$ cat src/rtl/wb_host_pkg.sv
// Shared types and constants for the Wishbone host master: FSM state encoding,
// default watchdog limit and the byte-select width helper.
package wb_host_pkg;

  typedef enum logic [1:0] {
    IDLE = 2'd0,
    BUS  = 2'd1,
    RESP = 2'd2
  } wb_host_state_e;

  localparam int unsigned DEFAULT_TIMEOUT = 255;

  function automatic int sel_width(input int data_w);
    return data_w / 8;
  endfunction

endpackage

$ cat src/rtl/wb_host_master_if.sv
// Request/response channel plus Wishbone master signals of wb_host_master.
// The master modport is the DUT view; the slave modport is the environment view.
interface wb_host_master_if
  import wb_host_pkg::*;
#(
    parameter int ADDR_W = 32,
    parameter int DATA_W = 32,
    parameter int SEL_W  = sel_width(DATA_W)
);
    logic              req_valid_i;
    logic              req_ready_o;
    logic              req_we_i;
    logic [ADDR_W-1:0] req_adr_i;
    logic [DATA_W-1:0] req_dat_i;
    logic [SEL_W-1:0]  req_sel_i;

    logic              rsp_valid_o;
    logic              rsp_ready_i;
    logic [DATA_W-1:0] rsp_dat_o;
    logic              rsp_err_o;

    logic              wbm_cyc_o;
    logic              wbm_stb_o;
    logic              wbm_we_o;
    logic [ADDR_W-1:0] wbm_adr_o;
    logic [DATA_W-1:0] wbm_dat_o;
    logic [SEL_W-1:0]  wbm_sel_o;
    logic [DATA_W-1:0] wbm_dat_i;
    logic              wbm_ack_i;

    modport master (
        input  req_valid_i, req_we_i, req_adr_i, req_dat_i, req_sel_i,
        output req_ready_o,
        output rsp_valid_o, rsp_dat_o, rsp_err_o,
        input  rsp_ready_i,
        output wbm_cyc_o, wbm_stb_o, wbm_we_o, wbm_adr_o, wbm_dat_o, wbm_sel_o,
        input  wbm_dat_i, wbm_ack_i
    );

    modport slave (
        output req_valid_i, req_we_i, req_adr_i, req_dat_i, req_sel_i,
        input  req_ready_o,
        input  rsp_valid_o, rsp_dat_o, rsp_err_o,
        output rsp_ready_i,
        input  wbm_cyc_o, wbm_stb_o, wbm_we_o, wbm_adr_o, wbm_dat_o, wbm_sel_o,
        output wbm_dat_i, wbm_ack_i
    );

endinterface

$ cat src/rtl/wb_host_watchdog.sv
// Saturating strobe-cycle counter; expired_o flags the last strobe cycle allowed
// before the master must abort.
module wb_host_watchdog #(
    parameter int unsigned CNT_W = 8
) (
    input  logic             clk,
    input  logic             rst,
    input  logic             clear,
    input  logic             enable,
    input  logic [CNT_W-1:0] limit,
    output logic             expired_o
);

    logic [CNT_W-1:0] count;

    always_ff @(posedge clk) begin
        if (rst || clear) begin
            count <= '0;
        end else if (enable && (count != limit)) begin
            count <= count + CNT_W'(1);
        end
    end

    // Combinational look-ahead so the abort lands on the edge that ends strobe cycle `limit`.
    assign expired_o = enable && (count >= limit - CNT_W'(1));

endmodule

$ cat src/rtl/wb_host_master.sv
// Wishbone classic single-transfer master: one request becomes one cyc/stb cycle,
// with an optional watchdog that turns a missing ack into an error response.
module wb_host_master
  import wb_host_pkg::*;
#(
    parameter int          ADDR_W  = 32,
    parameter int          DATA_W  = 32,
    parameter int unsigned TIMEOUT = DEFAULT_TIMEOUT
) (
    input  logic              wb_clk_i,
    input  logic              wb_rst_i,
    wb_host_master_if.master  bus,
    output logic              busy_o
);

    localparam logic [1:0] S_IDLE = IDLE;
    localparam logic [1:0] S_BUS  = BUS;
    localparam logic [1:0] S_RESP = RESP;

    logic [1:0] state;
    logic       accept;
    logic       expired;

    assign bus.req_ready_o = (state == S_IDLE) && !wb_rst_i;
    assign accept          = bus.req_valid_i && bus.req_ready_o;

    generate
        if (TIMEOUT != 0) begin : g_watchdog
            localparam int unsigned CNT_W = $clog2(TIMEOUT + 1);
            wb_host_watchdog #(.CNT_W(CNT_W)) u_watchdog (
                .clk       (wb_clk_i),
                .rst       (wb_rst_i),
                .clear     (accept),
                .enable    (state == S_BUS),
                .limit     (CNT_W'(TIMEOUT)),
                .expired_o (expired)
            );
        end else begin : g_no_watchdog
            assign expired = 1'b0;
        end
    endgenerate

    // NOTE: every register below uses <= so all state updates see pre-edge values.
    always_ff @(posedge wb_clk_i) begin
        if (wb_rst_i) begin
            state           <= S_IDLE;
            busy_o          <= 1'b0;
            bus.wbm_cyc_o   <= 1'b0;
            bus.wbm_stb_o   <= 1'b0;
            bus.wbm_we_o    <= 1'b0;
            bus.wbm_adr_o   <= '0;
            bus.wbm_dat_o   <= '0;
            bus.wbm_sel_o   <= '0;
            bus.rsp_valid_o <= 1'b0;
            bus.rsp_dat_o   <= '0;
            bus.rsp_err_o   <= 1'b0;
        end else begin
            case (state)
                S_IDLE: begin
                    if (accept) begin
                        state         <= S_BUS;
                        busy_o        <= 1'b1;
                        bus.wbm_cyc_o <= 1'b1;
                        bus.wbm_stb_o <= 1'b1;
                        bus.wbm_we_o  <= bus.req_we_i;
                        bus.wbm_adr_o <= bus.req_adr_i;
                        bus.wbm_dat_o <= bus.req_dat_i;
                        bus.wbm_sel_o <= bus.req_sel_i;
                    end
                end
                S_BUS: begin
                    // Ack has priority over a watchdog expiry in the same cycle.
                    if (bus.wbm_ack_i) begin
                        state           <= S_RESP;
                        bus.wbm_cyc_o   <= 1'b0;
                        bus.wbm_stb_o   <= 1'b0;
                        bus.rsp_valid_o <= 1'b1;
                        bus.rsp_dat_o   <= bus.wbm_we_o ? '0 : bus.wbm_dat_i;
                        bus.rsp_err_o   <= 1'b0;
                    end else if (expired) begin
                        state           <= S_RESP;
                        bus.wbm_cyc_o   <= 1'b0;
                        bus.wbm_stb_o   <= 1'b0;
                        bus.rsp_valid_o <= 1'b1;
                        bus.rsp_dat_o   <= '0;
                        bus.rsp_err_o   <= 1'b1;
                    end
                end
                S_RESP: begin
                    if (bus.rsp_ready_i) begin
                        state           <= S_IDLE;
                        busy_o          <= 1'b0;
                        bus.rsp_valid_o <= 1'b0;
                    end
                end
                default: begin
                    state  <= S_IDLE;
                    busy_o <= 1'b0;
                end
            endcase
        end
    end

endmodule
$ cat src/flat_wrapper.sv
// flat-port wrapper written by rule: the top's interface ports become plain ports
module wb_host_master_flat import wb_host_pkg::*;
#(
    parameter int          ADDR_W  = 32,
    parameter int          DATA_W  = 32,
    parameter int unsigned TIMEOUT = DEFAULT_TIMEOUT
)
  (wb_clk_i, wb_rst_i, busy_o, bus_req_valid_i, bus_req_we_i, bus_req_adr_i, bus_req_dat_i, bus_req_sel_i, bus_req_ready_o, bus_rsp_valid_o, bus_rsp_dat_o, bus_rsp_err_o, bus_rsp_ready_i, bus_wbm_cyc_o, bus_wbm_stb_o, bus_wbm_we_o, bus_wbm_adr_o, bus_wbm_dat_o, bus_wbm_sel_o, bus_wbm_dat_i, bus_wbm_ack_i);
  wb_host_master_if #(.ADDR_W(ADDR_W), .DATA_W(DATA_W)) bus_i ();
  input  logic wb_clk_i;
  input  logic wb_rst_i;
  output logic busy_o;
  input wire logic [$bits(bus_i.req_valid_i)-1:0] bus_req_valid_i;
  input wire logic [$bits(bus_i.req_we_i)-1:0] bus_req_we_i;
  input wire logic [$bits(bus_i.req_adr_i)-1:0] bus_req_adr_i;
  input wire logic [$bits(bus_i.req_dat_i)-1:0] bus_req_dat_i;
  input wire logic [$bits(bus_i.req_sel_i)-1:0] bus_req_sel_i;
  output wire logic [$bits(bus_i.req_ready_o)-1:0] bus_req_ready_o;
  output wire logic [$bits(bus_i.rsp_valid_o)-1:0] bus_rsp_valid_o;
  output wire logic [$bits(bus_i.rsp_dat_o)-1:0] bus_rsp_dat_o;
  output wire logic [$bits(bus_i.rsp_err_o)-1:0] bus_rsp_err_o;
  input wire logic [$bits(bus_i.rsp_ready_i)-1:0] bus_rsp_ready_i;
  output wire logic [$bits(bus_i.wbm_cyc_o)-1:0] bus_wbm_cyc_o;
  output wire logic [$bits(bus_i.wbm_stb_o)-1:0] bus_wbm_stb_o;
  output wire logic [$bits(bus_i.wbm_we_o)-1:0] bus_wbm_we_o;
  output wire logic [$bits(bus_i.wbm_adr_o)-1:0] bus_wbm_adr_o;
  output wire logic [$bits(bus_i.wbm_dat_o)-1:0] bus_wbm_dat_o;
  output wire logic [$bits(bus_i.wbm_sel_o)-1:0] bus_wbm_sel_o;
  input wire logic [$bits(bus_i.wbm_dat_i)-1:0] bus_wbm_dat_i;
  input wire logic [$bits(bus_i.wbm_ack_i)-1:0] bus_wbm_ack_i;
  assign bus_i.req_valid_i = bus_req_valid_i;
  assign bus_i.req_we_i = bus_req_we_i;
  assign bus_i.req_adr_i = bus_req_adr_i;
  assign bus_i.req_dat_i = bus_req_dat_i;
  assign bus_i.req_sel_i = bus_req_sel_i;
  assign bus_req_ready_o = bus_i.req_ready_o;
  assign bus_rsp_valid_o = bus_i.rsp_valid_o;
  assign bus_rsp_dat_o = bus_i.rsp_dat_o;
  assign bus_rsp_err_o = bus_i.rsp_err_o;
  assign bus_i.rsp_ready_i = bus_rsp_ready_i;
  assign bus_wbm_cyc_o = bus_i.wbm_cyc_o;
  assign bus_wbm_stb_o = bus_i.wbm_stb_o;
  assign bus_wbm_we_o = bus_i.wbm_we_o;
  assign bus_wbm_adr_o = bus_i.wbm_adr_o;
  assign bus_wbm_dat_o = bus_i.wbm_dat_o;
  assign bus_wbm_sel_o = bus_i.wbm_sel_o;
  assign bus_i.wbm_dat_i = bus_wbm_dat_i;
  assign bus_i.wbm_ack_i = bus_wbm_ack_i;
  wb_host_master #(.ADDR_W(ADDR_W), .DATA_W(DATA_W), .TIMEOUT(TIMEOUT)) u_core (.wb_clk_i(wb_clk_i), .wb_rst_i(wb_rst_i), .bus(bus_i), .busy_o(busy_o));
endmodule
$ cat config.mk
export PLATFORM = sky130hd
export DESIGN_NAME = wb_host_master_flat
export DESIGN_NICKNAME = d
export VERILOG_FILES = /design/src/rtl/wb_host_pkg.sv /design/src/rtl/wb_host_master_if.sv /design/src/rtl/wb_host_watchdog.sv /design/src/rtl/wb_host_master.sv /design/src/flat_wrapper.sv
export SDC_FILE = /design/constraint.sdc
export NUM_CORES = 1
export LEC_CHECK = 0
export ABC_AREA = 1
export CAP_MARGIN = 30
export CORE_MARGIN = 2
export CORE_UTILIZATION = 39
export CTS_CLUSTER_SIZE = 16
export DETAILED_ROUTE_END_ITERATION = 16
export PLACE_DENSITY = 0.77
export SLEW_MARGIN = 20
export SYNTH_ARGS = -nofsm -noshare
export SYNTH_HDL_FRONTEND = slang
export SYNTH_HIERARCHICAL = 1
export SYNTH_SLANG_ARGS = --single-unit
$ cat constraint.sdc
create_clock -name wb_clk_i -period 1.7 [get_ports wb_clk_i]
set_clock_uncertainty 0.15 [all_clocks]
set_input_delay 0.17 -clock wb_clk_i [delete_from_list [all_inputs] [get_ports wb_clk_i]]
set_output_delay 0.17 -clock wb_clk_i [all_outputs]
set_load 0.02 [all_outputs]
# After elaboration in Yosys (flattened, before gate mapping)
# Cells that the tools add are included.
totals:
  input_bits: 106
  mem_count: 0
  mem_bits_rw: 0
  latch_bits: 0
  ff_bits: 115
  mem_bits_ro: 0
classes:
  n_shift: 0
  multipliers: 0
  reduce_logical: 16
  bitwise: 1
  add_sub_neg: 1
  order_cmp: 1
  div_mod_pow: 0
  n_eq_ne: 6
  n_mux: 18
op_table:
  columns: ["cell", "count"]
  rows:
  - ["32-bit two-way mux", 3]
  - ["3-bit AND reduction", 4]
  - ["8-bit by 1-bit adder with 8-bit output, second input constant", 1]
  - ["8-bit greater-or-equal comparator, second input constant", 1]
  - ["2-bit two-way mux", 4]
  - ["8-bit inequality test, second input constant", 1]
  - ["1-bit two-way mux", 7]
  - ["2-bit case mux with 3 select lines", 1]
  - ["2-bit nonzero test", 3]
  - ["1-bit logical AND", 4]
  - ["2-bit inequality test, second input constant", 2]
  - ["1-bit case mux with 2 select lines", 2]
  - ["2-bit AND reduction", 2]
  - ["3-bit by 2-bit inequality test with 1-bit output, second input constant", 1]
  - ["1-bit case mux with 3 select lines", 1]
  - ["2-bit by 1-bit == test with 1-bit output, second input constant", 1]
  - ["2-bit == test, second input constant", 1]
  - ["2-bit zero test", 1]
  - ["1-bit zero test", 1]
  - ["1-bit logical OR", 1]
  - ["1-bit inverter", 1]

# Logic depth before layout (Yosys ltp)
# Gate-level depths: netlist of the first run.
depth:
  ltp_word: 5
  depth_mapped: 16
  depth_no_buf: 15

# By module
# The synthesis of the first run kept the hierarchy.
by_module_without_submodules:
  columns: ["module", "n_inst", "cells_per_inst", "seq_area_each_um2", "area_per_inst_um2"]
  rows:
  - ["wb_host_master", 1, 549, 2142.1, 4141.5]
  - ["wb_host_watchdog", 1, 161, 160.2, 939.7]

# Worst setup path after synthesis of the first run
# OpenSTA, ideal clock, no wires.
synth_timing:
  path_type: "reg2reg"
  startpoint: "register u_core.g_watchdog.u_watchdog.count[1]"
  endpoint: "register u_core.bus.rsp_dat_o[0]"
  slack_ns: -0.123
  arrival_ns: 1.560
  required_ns: 1.437
  path_buffers: 1
  synth_period_minus_slack_ns: 1.823
  stages_incl_launch_ff: 13
  path_cell_list: "dfxtp_1 -> ha_1 -> a21boi_1 -> nor2_1 -> o21ai_1 -> nand2_1 -> a21oi_1 -> inv_1 -> nand2_1 -> buf_2 -> nand3_1 -> nand2_1 -> nor2_1"
synth_between:
  elab_chain_len: 4
synth_lines:
  columns: ["item", "line", "source"]
  rows:
  - ["from (decl)", "wb_host_watchdog.sv:14", "logic [CNT_W-1:0] count;"]
  - ["from (signal assigned)", "wb_host_watchdog.sv:20", "count <= count + CNT_W'(1);"]
  - ["8-bit greater-or-equal comparator", "wb_host_watchdog.sv:25", "assign expired_o = enable && (count >= limit - CNT_W'(1));"]
  - ["1-bit logical AND", "wb_host_watchdog.sv:25", null]
  - ["via u_core.expired", "wb_host_master.sv:22", "logic expired;"]
  - ["2-bit nonzero test (no line)", null, null]
  - ["2-bit AND reduction (no line)", null, null]
  - ["to (signal assigned)", "wb_host_master.sv:78", "bus.rsp_dat_o <= bus.wbm_we_o ? '0 : bus.wbm_dat_i;"]
  - ["to (decl)", "wb_host_master_if.sv:34", "output rsp_valid_o, rsp_dat_o, rsp_err_o,"]
# The timed path passes the listed nets, and every way through them passes these cells.
# A chain may end at the register's enable or synchronous reset.

# Worst setup path in the final report of the first run
layout_timing:
  startpoint: "register u_core.g_watchdog.u_watchdog.count[1]"
  endpoint: "register u_core.bus.rsp_dat_o[14]"
# The elaborated chain is that of the path after synthesis.

==> results_dict.tcl, run 1 <==
set metrics [dict create \
    final-max-slew-violation-count 0 \
    post_drt_wl_per_cell_um 12.8 \
    min_period_ps 1860 \
    synth_flop_cell "dfxtp_1" \
    cp_data_arrival_time_ps 2050 \
    path_class "register to register" \
    fmaxAchievable_ghz 0.537 \
    post-route-worst-setup-slack_ps -162 \
    htree_levels 4 \
    critical_path.cell_chain "ha_4 > a21boi_2 > nor2_1 > o21ai_1 > nand2_1 > a21oi_2 > nor2_2 > nor2_4 > buf_12 > nor2_1 > nor2_1" \
    floorplan.die_area_um2 14000 \
    finalWeightedCongestion 0.832 \
    buffer_ports.inserted 212 \
    worst-r2r-cell-count 11 \
    route.antenna.remaining_nets 0 \
    fp-row-count 41 \
    grt_first_pass_wirelength_um 23400 \
    final_core_utilization_pct 65.6 \
    count_of_flip_flops_with_a_built_in_enable_after_synthesis 0 \
    syn_area_um2 5080 \
    antenna-diode-count 0 \
    status "finished, violations left" \
    min_delay_path_depth 3 \
    number_of_design_rule_violations_left_after_detail_routing 0 \
    post_synth_num_cell_types 33 \
    drt-pass1-iter-count 5 \
    synthesis.instances 710 \
    design.final.nets 1073 \
    grt_pass1_vias 4967 \
    mostFrequentLayoutCell "nand2_1" \
    antenna_found_initial 0 \
    slowest_delay_ps 350 \
    p_leak_nw 4.63 \
    setup.worst_path.start_class "register" \
    dieWidth_um 118 \
    totalWireLength_um 14600 \
    crit_path_end_kind "register" \
    ctsRootBufferMaster "clkbuf_16" \
    max_cap_viol_count 0 \
    synthToLayoutAreaGrowth_pct 63.6 \
    peakVddDrop_v 0.000679 \
    maximum_buffer_depth_of_the_clock_tree 2 \
    hold_path_class "input pin to register" \
    drt_iter0_markers 268 \
    dp_hpwl_um 9880 \
    pwr_density_cell_nw_per_um2 941 \
    finalHoldWorstSlack_ps 139 \
    setup_repair_after_global_routing_missed_its_margin "true" \
    yosysSeqAreaShare_pct 45.3 \
    worstSkewPairLatency_ps 420 \
    final.period_utilization_pct 110 \
    finalHoldViolations 0 \
    vias_per_cell 4.66 \
    critical_path_peak_fanout 34 \
    worst_setup_hold_path_clk_slew_ps 60 \
    cts_buffers 17 \
    clock_sinks 115 \
    grt_max_degree 70 \
    syn_area_per_cell_um2 7.16 \
    ioPinCount 213 \
    violations_in_the_final_reports "setup timing" \
    core_region_area_um2 12700 \
    floorplan.initialDensity_pct 40.1 \
    chipHeight_um 118 \
    holdBufCountCts 0 \
    critical_path_required_ps 1890 \
    setup_viol 37 \
    cpMaxStageDelayCell "dfxtp_2" \
    postSynthRegisterBits 115 \
    layout.cells.most_common_list "223 x nand2_1, 145 x nand3_1, 112 x dfxtp_1, 110 x clkdlybuf4s50_1, 78 x nor2_1" \
    drive_gt1_share_pct 11.5 \
    final.fill_count 1099 \
    vias 5320 \
    timing.critical_path.mode_cell "nor2_1" \
    remaining_overflow_grt 0 \
    synth_warnings 6 \
    cts_tree "built" \
    async_flop_share_pct 0 \
    grt_usage_pct 20.6 \
]
[kinds of logic (layout without fill, tap and decap cells)]
group	after synthesis	after routing	synth area share [%]
xor+xnor	6	6	1.03
simple gates	481	482	41.1
buf+inv	78	312	8.05
flops	115	115	45.3
fa+ha+maj	10	10	2.46
other cells	1	26	0.0738
compound gates	19	19	1.97
[flip-flops by register name, summed over array words and instances, names as in the netlist]
register	flops
u_core/bus.wbm_stb_o	1
u_core/bus.wbm_we_o	1
u_core/bus.wbm_dat_o	32
u_core/bus.rsp_valid_o	1
u_core/bus.rsp_err_o	1
u_core/bus.rsp_dat_o	32
u_core/busy_o	1
u_core/bus.wbm_adr_o	32
u_core/state	2
u_core/bus.wbm_sel_o	4
u_core/g_watchdog.u_watchdog/count	8
[worst paths after layout]
path / start / to / slack, ps
worst max-delay path: u_core/g_watchdog.u_watchdog/count[1] / u_core/bus.rsp_dat_o[14] / -160
worst min-delay path: bus_req_dat_i[12] / u_core/bus.wbm_dat_o[12] / 140
worst max register to register: u_core/g_watchdog.u_watchdog/count[1] / u_core/bus.rsp_dat_o[14] / -160
worst min register to register: u_core/bus.wbm_dat_o[23] / u_core/bus.wbm_dat_o[23] / 310
[metrics by stage]
step / power, mW / TNS (ps) / setup WS (ps) / area (um2) / std cells
after CTS: 7.90 / -4220 / -139 / 8100 / 1140
after global placement: 4.42 / -6670 / -228 / 7560 / 1106
final: 7.82 / -4530 / -162 / 8310 / 1142
after detailed placement: 4.44 / -8750 / -229 / 7560 / 1106
after floorplan: 3.72 / -50.3 / -4.32 / 5200 / 735
after global routing: 8.18 / -9170 / -275 / 8310 / 1142
[Yosys cell counts, types with 2 or more instances]
cell / number / area, um2
xor2_1: 5 / 43.8
buf_2: 21 / 105
nor2_2: 3 / 18.8
nand2_1: 225 / 845
nor3_1: 4 / 20.0
nor2_8: 2 / 40.0
inv_2: 8 / 30.0
nand2_2: 4 / 25.0
inv_1: 25 / 93.8
nor2_1: 90 / 338
buf_4: 9 / 67.6
nor2_4: 2 / 22.5
o21ai_0: 3 / 15.0
a21oi_1: 13 / 65.1
ha_1: 10 / 125
nand3_1: 145 / 726
buf_1: 3 / 11.3
clkbuf_1: 4 / 15.0
buf_6: 6 / 67.6
dfxtp_1: 115 / 2300
[routing by layer]
layer  up-vias  routed length (um)  global-route usage (%)  part of all wire (%)
met1      2375                5760                    22.8                    39
li1       2735                   -                       -                     -
met4         0                 157                    7.38                   1.1
met5         -                   0                       0                     0
met3        14                1410                    9.36                   9.7
met2       196                7250                    34.8                    50
[area by class of cell]
cell class	instances	area (um2)	area share [%]
clock buffer	20	457	5.49
clock inverter	12	130	1.57
inverter	34	128	1.54
multi-input combinational	543	2560	30.8
sequential	115	2310	27.7
tap	172	215	2.59
timing repair buffer	246	2510	30.3
[timing repair]
item	CTS	global route
gates cloned	0	2
endpoints found under the setup margin	96	122
resized for setup	64	63
pin swaps	1	5
setup buffers	2	1
[power breakdown]
| group | internal [mW] | switching, mW |
|---|---|---|
| combinational | 0.651 | 0.716 |
| clock | 2.23 | 1.26 |
| sequential | 2.87 | 0.0887 |
[worst max-delay path: cells and delay by family, from the launching register on]
| kind | cells | cell delay, ps |
|---|---|---|
| buffers and inverters | 1 | 200 |
| AND/OR/NAND/NOR | 6 | 520 |
| adder cells (fa/ha/maj) | 1 | 120 |
| flip-flops | 1 | 350 |
| AO/OA/AOI/OAI | 3 | 440 |
Power figures use the tool's default switching activity.
==> run 2: changes to the inputs <==
--- a/config.mk
+++ b/config.mk
@@ -12,6 +12,7 @@
 export CTS_CLUSTER_SIZE = 16
 export DETAILED_ROUTE_END_ITERATION = 16
 export PLACE_DENSITY = 0.77
+export SKIP_CTS_REPAIR_TIMING = 1
 export SLEW_MARGIN = 20
 export SYNTH_ARGS = -nofsm -noshare
 export SYNTH_HDL_FRONTEND = slang
==> run 2 against run 1 <==
Effect of this change: the run still ends with setup timing left; core utilization rose by 1.9 points; register-to-register slack barely moved; non-clock buffer count rose by 1; hold slack improved by 4.9 ps; die area did not move; fmax fell by 0.40%; count of clock-buffer cells in the layout did not move; routed wire length rose by 3.5%.
==> results_dict.tcl, run 2 (synthesized netlist as in run 1, its figures left out) <==
set metrics [dict create \
    drt-pass1-iter-count 4 \
    setup.reg_to_reg.worst_slack_ps -170 \
    setup.worst_path.start_class "register" \
    fp-row-count 41 \
    p_leak_nw 5.37 \
    peakVddDrop_v 0.000680 \
    min_to "u_core/bus.wbm_dat_o[12]" \
    power_mw 7.89 \
    dieWidth_um 118 \
    post_layout_nonfiller_instances 1143 \
    vias_per_cell 4.70 \
    floorplan.initialDensity_pct 40.1 \
    mostFrequentLayoutCell "nand2_1" \
    layout.cells.most_common_list "224 x nand2_1, 145 x nand3_1, 112 x dfxtp_1, 110 x clkdlybuf4s50_1, 101 x dlymetal6s2s_1" \
    status "finished, violations left" \
    max_cap_viol_count 0 \
    worst_setup_hold_path_clk_slew_ps 60 \
    family_of_cells_with_the_greatest_summed_delay_on_the_critical_path "simple AND/OR/NAND/NOR gates" \
    grt_max_degree 70 \
    design.final.nets 1074 \
    final.fill_count 1048 \
    slowest_delay_ps 320 \
    cts_buffers 17 \
    finalWeightedCongestion 0.832 \
    place.detailed.instances 1106 \
    maximum_buffer_depth_of_the_clock_tree 2 \
    hold_path_class "input pin to register" \
    remaining_overflow_grt 0 \
    biggestRegsByFlops "u_core/bus.rsp_dat_o x32, u_core/bus.wbm_adr_o x32, u_core/bus.wbm_dat_o x32" \
    min_period_ps 1870 \
    vias 5375 \
    setup_viol 37 \
    finalHoldWorstSlack_ps 144 \
    totalWireLength_um 15100 \
    antenna-diode-count 0 \
    setup_repair_after_global_routing_missed_its_margin "true" \
    final.period_utilization_pct 110 \
    post-route-worst-setup-slack_ps -170 \
    worst-r2r-cell-count 12 \
    route.antenna.remaining_nets 0 \
    number_of_design_rule_violations_left_after_detail_routing 0 \
    htree_levels 4 \
    drt_iter0_markers 328 \
    cp_data_arrival_time_ps 2060 \
    pwr_density_cell_nw_per_um2 923 \
    core_region_area_um2 12700 \
    dp_hpwl_um 9880 \
    critical_path_required_ps 1890 \
    critical_path.n_buffers_inverters 2 \
    critical_path.reg2reg.endpoint "u_core/bus.rsp_dat_o[14]" \
    cts_tree "built" \
    ctsRootBufferMaster "clkbuf_16" \
    critical_path_peak_fanout 8 \
    final-max-slew-violation-count 0 \
    post_drt_wl_per_cell_um 13.2 \
    crit-reg2reg-launch "u_core/g_watchdog.u_watchdog/count[1]" \
    min_delay_path_depth 3 \
    cpMaxStageDelayCell "dfxtp_2" \
    crit_path_end_kind "register" \
    clock_sinks 115 \
    fmaxAchievable_ghz 0.535 \
    floorplan.die_area_um2 14000 \
    worstSkewPairLatency_ps 410 \
    path_class "register to register" \
    critical_path.cell_chain "ha_1 > a21boi_2 > nor2_1 > o21ai_1 > nand2_1 > a21oi_4 > inv_2 > nand2_4 > clkbuf_16 > nand3_1 > nand2_1 > nor2_1" \
    fin_setup_tns_ps -4920 \
    chipHeight_um 118 \
    ioPinCount 213 \
    grt_usage_pct 20.5 \
    violations_in_the_final_reports "setup timing" \
    synthToLayoutAreaGrowth_pct 68.3 \
    antenna_found_initial 0 \
    finalHoldViolations 0 \
    buffer_ports.inserted 212 \
    hold_path_startpoint "bus_req_dat_i[12]" \
    drive_gt1_share_pct 11.1 \
    grt_first_pass_wirelength_um 23300 \
    grt_pass1_vias 4954 \
]
-- run 2: changes by cell type in the layout (fill, tap and decap cells not counted), moves of 4 or more --
| cell | delta |
|---|---|
| dlygate4sd2_1 | -59 |
| dlymetal6s2s_1 | +59 |
| nor2_2 | -5 |
| nor2_1 | +4 |
-- run 2: cell type report --
cell class              instances  area (um2)  area share, %
clock buffers                  20         457           5.34
clock inverters                12         130           1.52
inverters                      34         128           1.49
multi-input cells             543        2550           29.8
flip-flops and latches        115        2310           27.0
well taps                     172         215           2.52
repair buffers                247        2770           32.3
-- run 2: how the worst max path moves through the flow --
stage / end / from / depth (start not counted)
finish: u_core/bus.rsp_dat_o[14] / u_core/g_watchdog.u_watchdog/count[1] / 12
global route: u_core/bus.rsp_dat_o[0] / u_core/g_watchdog.u_watchdog/count[1] / 12
CTS: bus_req_ready_o / u_core/state[1] / 3
floorplan: u_core/bus.rsp_dat_o[24] / u_core/g_watchdog.u_watchdog/count[1] / 12
detailed placement: bus_req_ready_o / wb_rst_i / 4
global placement: bus_req_ready_o / wb_rst_i / 4
-- run 2: layer usage --
metal	wire length, um	track usage [%]
met2	7490	34.2
met3	1410	9.51
met5	0	0
met4	239	7.53
met1	5950	22.8
-- run 2: per-stage QoR --
stage	worst slack (ps)	utilization, %	area [um2]
2_1_floorplan	-4.32	-	5200
3_3_place_gp	-228	59.7	7560
3_5_place_dp	-229	59.7	7560
4_1_cts	-550	64.3	8150
5_1_grt	-289	67.5	8550
6_report	-170	67.5	8550
-- run 2: where the power goes --
part | switching (mW) | internal (mW)
Combinational | 0.725 | 0.704
Sequential | 0.0883 | 2.87
Clock | 1.27 | 2.23
-- run 2: worst reg2reg max path, cell delays in order, from the launching register on --
cell and delay, ps:
dfxtp_2 320, ha_1 280, a21boi_2 150, nor2_1 80
o21ai_1 70, nand2_1 100, a21oi_4 70, inv_2 70
nand2_4 90, clkbuf_16 180, nand3_1 80, nand2_1 50
nor2_1 110
==> run 3: changes to the inputs <==
--- a/config.mk
+++ b/config.mk
@@ -6,6 +6,7 @@
 export NUM_CORES = 1
 export LEC_CHECK = 0
 export ABC_AREA = 1
+export ABC_CLOCK_PERIOD_IN_PS = 1700
 export CAP_MARGIN = 30
 export CORE_MARGIN = 2
 export CORE_UTILIZATION = 39
==> results of run 3 <==
The final DEF is identical to that of run 2; final timing and power are the same.
